`src/rtl/rv32i_types.sv`:
```
// Shared RV32I front-end types: queue entry width and entry type.
package rv32i_types;

  localparam int unsigned QUEUE_DATA_WIDTH = 32;

  typedef logic [QUEUE_DATA_WIDTH-1:0] queue_entry_t;

endpackage

```
`src/rtl/dq_skid_buf.sv`:
```
// Small power-of-two FIFO with combinational head read, used as the dequeue skid buffer.
module dq_skid_buf
  import rv32i_types::*;
#(
  parameter int unsigned DATA_WIDTH = QUEUE_DATA_WIDTH,
  parameter int unsigned BUF_DEPTH  = 2
) (
  input  logic                         clk,
  input  logic                         rst,
  input  logic                         clr,
  input  logic                         push,
  input  logic [DATA_WIDTH-1:0]        push_data,
  input  logic                         pop,
  output logic [DATA_WIDTH-1:0]        head_data,
  output logic [$clog2(BUF_DEPTH):0]   occ,
  output logic                         empty
);

  localparam int unsigned AW = $clog2(BUF_DEPTH);

  logic [AW:0]           head_q, head_d;
  logic [AW:0]           tail_q, tail_d;
  logic [DATA_WIDTH-1:0] mem_q [BUF_DEPTH];
  logic [DATA_WIDTH-1:0] mem_d [BUF_DEPTH];
  logic                  full;

  // Pointers carry one extra wrap bit so full and empty are distinguishable.
  assign full      = (head_q[AW-1:0] == tail_q[AW-1:0]) && (head_q[AW] != tail_q[AW]);
  assign empty     = (head_q == tail_q);
  assign occ       = tail_q - head_q;
  assign head_data = mem_q[head_q[AW-1:0]];

  always_comb begin
    head_d = head_q;
    tail_d = tail_q;
    mem_d  = mem_q;
    if (clr) begin
      head_d = '0;
      tail_d = '0;
    end else begin
      if (push && !full) begin
        mem_d[tail_q[AW-1:0]] = push_data;
        tail_d                = tail_q + 1'b1;
      end
      if (pop) begin
        head_d = head_q + 1'b1;
      end
    end
  end

  always_ff @(posedge clk) begin
    if (rst) begin
      head_q <= '0;
      tail_q <= '0;
      for (int unsigned i = 0; i < BUF_DEPTH; i++) begin
        mem_q[i] <= '0;
      end
    end else begin
      head_q <= head_d;
      tail_q <= tail_d;
      mem_q  <= mem_d;
    end
  end

endmodule

```
`src/rtl/queue_dequeue_ctrl.sv`:
```
// Consumer-side dequeue controller: credit-based issue to a registered-read queue,
// skid-buffered capture, valid/ready presentation downstream.
module queue_dequeue_ctrl
  import rv32i_types::*;
#(
  parameter int unsigned DATA_WIDTH = QUEUE_DATA_WIDTH,
  parameter int unsigned BUF_DEPTH  = 2
) (
  input  logic                  clk,
  input  logic                  rst,
  input  logic                  flush,
  input  logic                  q_empty,
  output logic                  q_dequeue,
  input  logic [DATA_WIDTH-1:0] q_rdata,
  output logic                  out_valid,
  output logic [DATA_WIDTH-1:0] out_data,
  input  logic                  out_ready
);

  localparam int unsigned CW = $clog2(BUF_DEPTH) + 1;

  logic          inflight_q, inflight_d;
  logic [CW-1:0] occ;
  logic          buf_empty;
  logic          pop;
  logic          push;
  logic [CW:0]   committed;
  logic          credit_ok;

  assign out_valid = !buf_empty;

  // Entries already owned by the buffer (stored or returning) bound further issue;
  // a same-cycle pop frees one slot so the full case can still stream.
  always_comb begin
    pop        = out_valid && out_ready && !flush;
    push       = inflight_q && !flush;
    committed  = {1'b0, occ} + (CW+1)'(inflight_q);
    credit_ok  = (committed < (CW+1)'(BUF_DEPTH))
              || ((committed == (CW+1)'(BUF_DEPTH)) && pop);
    q_dequeue  = !rst && !flush && !q_empty && credit_ok;
    inflight_d = q_dequeue;
  end

  always_ff @(posedge clk) begin
    if (rst) begin
      inflight_q <= 1'b0;
    end else begin
      inflight_q <= inflight_d;
    end
  end

  dq_skid_buf #(
    .DATA_WIDTH (DATA_WIDTH),
    .BUF_DEPTH  (BUF_DEPTH)
  ) u_buf (
    .clk       (clk),
    .rst       (rst),
    .clr       (flush),
    .push      (push),
    .push_data (q_rdata),
    .pop       (pop),
    .head_data (out_data),
    .occ       (occ),
    .empty     (buf_empty)
  );

endmodule

```
`config.mk`:
```
export PLATFORM = sky130hd
export DESIGN_NAME = queue_dequeue_ctrl
export DESIGN_NICKNAME = d
export VERILOG_FILES = /design/src/rtl/rv32i_types.sv /design/src/rtl/dq_skid_buf.sv /design/src/rtl/queue_dequeue_ctrl.sv
export SDC_FILE = /design/constraint.sdc
export NUM_CORES = 1
export LEC_CHECK = 0
export CAP_MARGIN = 15
export CORE_ASPECT_RATIO = 0.8
export CORE_MARGIN = 10
export CORE_UTILIZATION = 50
export DETAILED_ROUTE_END_ITERATION = 10
export PLACE_DENSITY = 0.78
export SYNTH_ARGS = -nofsm -noshare
export SYNTH_HDL_FRONTEND = slang
export SYNTH_SLANG_ARGS = --single-unit
```
`constraint.sdc`:
```
create_clock -name clk -period 6.2 [get_ports clk]
set_clock_uncertainty 0.1 [all_clocks]
set_input_delay 0.93 -clock clk [delete_from_list [all_inputs] [get_ports clk]]
set_output_delay 0.93 -clock clk [all_outputs]
set_load 0.005 [all_outputs]
```
==> run_summary.xml <==
<?xml version="1.0" encoding="UTF-8"?>
<metrics>
  <group name="synthesis">
    <metric name="combinational_family_with_the_most_area_after_synthesis" unit="">multiplexers</metric>
    <metric name="synth.largest_area_cell" unit="">dfxtp_1</metric>
    <metric name="synth_enable_flop_cells" unit="">0</metric>
    <metric name="synth.area.top_cells" unit="">dfxtp_1 (41%), mux2i_1 (20%), nand2b_1 (18%)</metric>
    <metric name="syn-instance-count" unit="">319</metric>
    <metric name="synthesis.nets" unit="">360</metric>
    <metric name="post_synth_xor_area_fraction" unit="">0.00778</metric>
    <metric name="yosysWarningCount" unit="">0</metric>
    <metric name="synth-seq-area-share" unit="">0.409</metric>
    <metric name="yosysTopAreaCellShare" unit="">0.409</metric>
    <metric name="netlist-cell-type-count" unit="">24</metric>
    <metric name="synth-compound-area-share" unit="">0.0237</metric>
    <metric name="synth_fa_ha_area_frac" unit="">0.0148</metric>
    <metric name="asyncSetResetFlopFracSynth" unit="">0</metric>
    <metric name="synthesized_cell_area" unit="um2">3380</metric>
    <metric name="synth.ff_latch_count" unit="">69</metric>
    <metric name="yosys-mux-area-fraction" unit="">0.305</metric>
    <metric name="postSynth.topFlopCell" unit="">dfxtp_1</metric>
    <metric name="synthSimpleGateAreaFrac" unit="">0.196</metric>
    <metric name="synth.avg_cell_area" unit="um2">10.6</metric>
  </group>
  <group name="clock_network">
    <metric name="clock_path_buffers" unit="">2</metric>
    <metric name="cts_tree" unit="">yes</metric>
    <metric name="cts_hold_buffers" unit="">0</metric>
    <metric name="cts_root_buffer" unit="">clkbuf_8</metric>
    <metric name="numCtsBuffers" unit="">9</metric>
    <metric name="cts.clk_slew.worst_paths" unit="ns">0.07</metric>
    <metric name="post-cts-setup-buffer-count" unit="">0</metric>
    <metric name="clock_insertion_delay_worst_skew" unit="ns">0.34</metric>
    <metric name="htree_num_levels" unit="">3</metric>
    <metric name="cts_num_sinks" unit="">69</metric>
    <metric name="post_cts.resized_instances" unit="">0</metric>
  </group>
  <group name="sta">
    <metric name="setup_violations" unit="">0</metric>
    <metric name="slew_viol_final" unit="">0</metric>
    <metric name="grt_setup_unrepaired" unit="">false</metric>
    <metric name="number_of_failing_hold_endpoints_at_the_final_stage" unit="">0</metric>
    <metric name="slew-limit-headroom" unit="">0.376</metric>
    <metric name="finalWorstPathRequiredPeriod" unit="ns">4.48</metric>
    <metric name="maxClockFrequency" unit="MHz">223</metric>
    <metric name="tns" unit="ns">0</metric>
    <metric name="final.period_utilization" unit="">0.722</metric>
    <metric name="max_slew.worst_pin.slew" unit="ns">0.936</metric>
  </group>
  <group name="drt">
    <metric name="route.final.wire_length" unit="um">7060</metric>
    <metric name="routed_antenna_nets" unit="">0</metric>
    <metric name="drt_pass1_iterations" unit="">4</metric>
    <metric name="routed_via_density" unit="">4.92</metric>
    <metric name="drc" unit="">0</metric>
    <metric name="routed-via-count" unit="">2316</metric>
    <metric name="detail_route.wl_per_cell" unit="um">15.0</metric>
    <metric name="detailedRoute.firstIterationViolations" unit="">79</metric>
  </group>
  <group name="critical_path">
    <metric name="reg2reg_slack" unit="ns">3.36</metric>
    <metric name="cp-start-kind" unit="">flip-flop</metric>
    <metric name="cpPeakStageDelay" unit="ns">0.95</metric>
    <metric name="cp_common_cell" unit="">ha_1</metric>
    <metric name="setup.worst_path.class" unit="">flip-flop to output port</metric>
    <metric name="crit_path_slowest_cell" unit="">dfxtp_2</metric>
    <metric name="critPathRequiredTime" unit="ns">5.17</metric>
    <metric name="worst_setup_path_end_kind" unit="">output port</metric>
    <metric name="crit_path_max_fanout" unit="">37</metric>
    <metric name="critical_path_data_arrival_time" unit="ns">3.45</metric>
    <metric name="critical_path.cell_chain" unit="">ha_1, inv_1, ha_1, nor2_1, o2111ai_1, a2111oi_0, clkdlybuf4s50_1</metric>
  </group>
  <group name="floorplan">
    <metric name="die_area" unit="um2">10500</metric>
    <metric name="boundaryPins" unit="">71</metric>
    <metric name="num_rows" unit="">26</metric>
    <metric name="core-area" unit="um2">6470</metric>
    <metric name="die_outline_width" unit="um">112</metric>
    <metric name="die_y" unit="um">93.5</metric>
    <metric name="start_util" unit="">0.522</metric>
  </group>
  <group name="power_and_ir_drop">
    <metric name="power.ir.vdd_worst" unit="mV">0.130</metric>
    <metric name="power_density" unit="nW/um2">201</metric>
    <metric name="power.leakage" unit="uW">0.00173</metric>
  </group>
  <group name="final_layout">
    <metric name="antenna-diode-count" unit="">0</metric>
    <metric name="layout_commonest_cell" unit="">nand2b_1</metric>
    <metric name="num-fill-cells" unit="">532</metric>
    <metric name="layout-drive-gt1-share" unit="">0.132</metric>
    <metric name="area.growth.synth_to_final" unit="%">25.9</metric>
    <metric name="most_frequent_cells_in_the_layout" unit="">nand2b_1 (96), clkdlybuf4s50_1 (69), dfxtp_1 (68), mux2i_1 (67), mux2_2 (32)</metric>
    <metric name="post_layout_inst_area" unit="um2">4250</metric>
    <metric name="nNetsFinal" unit="">423</metric>
  </group>
  <group name="outcome">
    <metric name="outcome" unit="">complete, no violations</metric>
  </group>
  <group name="grt">
    <metric name="via_count_of_the_first_global_routing_pass" unit="">2501</metric>
    <metric name="overflow" unit="">0</metric>
    <metric name="grt.total_usage" unit="">0.138</metric>
    <metric name="grt_antenna_before_repair" unit="">0</metric>
    <metric name="grt_first_pass_wirelength" unit="um">12000</metric>
    <metric name="grt_start_max_net_pins" unit="">102</metric>
  </group>
  <group name="placed_design">
    <metric name="dp_hpwl" unit="um">4830</metric>
    <metric name="postPlaceCellArea" unit="um2">4080</metric>
    <metric name="gp_congestion" unit="">0.778</metric>
    <metric name="port-buffer-count" unit="">70</metric>
  </group>
  <group name="run">
    <metric name="maxCapViolCount" unit="">0</metric>
  </group>
  <group name="worst_hold_path">
    <metric name="hold_class" unit="">flip-flop to flip-flop</metric>
  </group>
</metrics>
[kinds of logic (layout without fill, tap and decap cells)]
group,count (synthesis),after routing
and+or+nand+nor,109,109
muxes,99,99
DFF,69,69
buffers and inverters,26,94
AOI/OAI and AO/OA,9,9
adders and majority gates,4,4
xor gates and xnor gates,3,3
[layer usage]
| layer | part of all wire | track usage | vias up |
|---|---|---|---|
| met5 | 0 | 0 | - |
| met4 | 0.0077 | 0.0385 | 0 |
| met3 | 0.058 | 0.0619 | 5 |
| met2 | 0.43 | 0.211 | 53 |
| met1 | 0.50 | 0.172 | 1064 |
| li1 | - | - | 1194 |
[synthesized netlist by cell type, types with 2 or more instances]
cell type  count
mux2i_1       67
nor2_1         3
dfxtp_1       69
or3_1          2
clkbuf_1      11
buf_2          3
buf_8          3
buf_4          3
o21ai_0        2
inv_1          5
o2111ai_1      2
ha_1           4
xnor2_1        2
nand2_1        6
a2111oi_0      2
mux2_2        32
nand2b_1      96
[path summary, 6_finish.rpt]
path | startpoint | end | cells past startpoint
setup / recovery | u_buf.head_q[0] | q_dequeue | 7
hold / removal | u_buf.mem_q[11] | u_buf.mem_q[11] | 2
setup reg to reg | u_buf.head_q[0] | u_buf.mem_q[8] | 4
hold reg to reg | u_buf.mem_q[11] | u_buf.mem_q[11] | 2
[cell type report]
type	count	area [um2]	share of cell area
Timing Repair Buffer	73	718	0.169
Clock inverter	1	5.00	0.00118
Sequential cell	69	1380	0.325
Inverter	5	18.8	0.00441
Clock buffer	15	166	0.0391
Multi-Input combinational cell	224	1860	0.437
Tap cell	84	105	0.0247
[sequential cells by signal (all words and copies together), names as in the netlist]
signal        count
u_buf.head_q      2
inflight_q        1
u_buf.tail_q      2
u_buf.mem_q      64
[power breakdown]
group,internal [uW],switching [uW],total (uW)
registers,448,3.84,452
logic,49.9,28.8,78.6
clock network,167,157,324
[worst max-delay path, delay by kind of cell, from the launching register on]
kind | cells | cell delay [ns]
compound gates | 2 | 0.57
buf+inv | 2 | 0.78
flops | 1 | 0.95
fa+ha+maj | 2 | 0.71
simple gates | 1 | 0.10
[metrics by stage]
stage                     hold WS [ns]  utilization  cells  setup slack (ns)  total power [uW]
final                            0.372        0.657    471              1.72               855
after global routing             0.394        0.657    471              1.44               893
after CTS                        0.372        0.657    471              1.74               865
after detailed placement         0.361        0.631    455              2.15               541
after global placement           0.355        0.631    455              2.15               541
after floorplan                  0.345            -    319              3.25               502
Note: power is estimated with default switching activity, not from simulation.
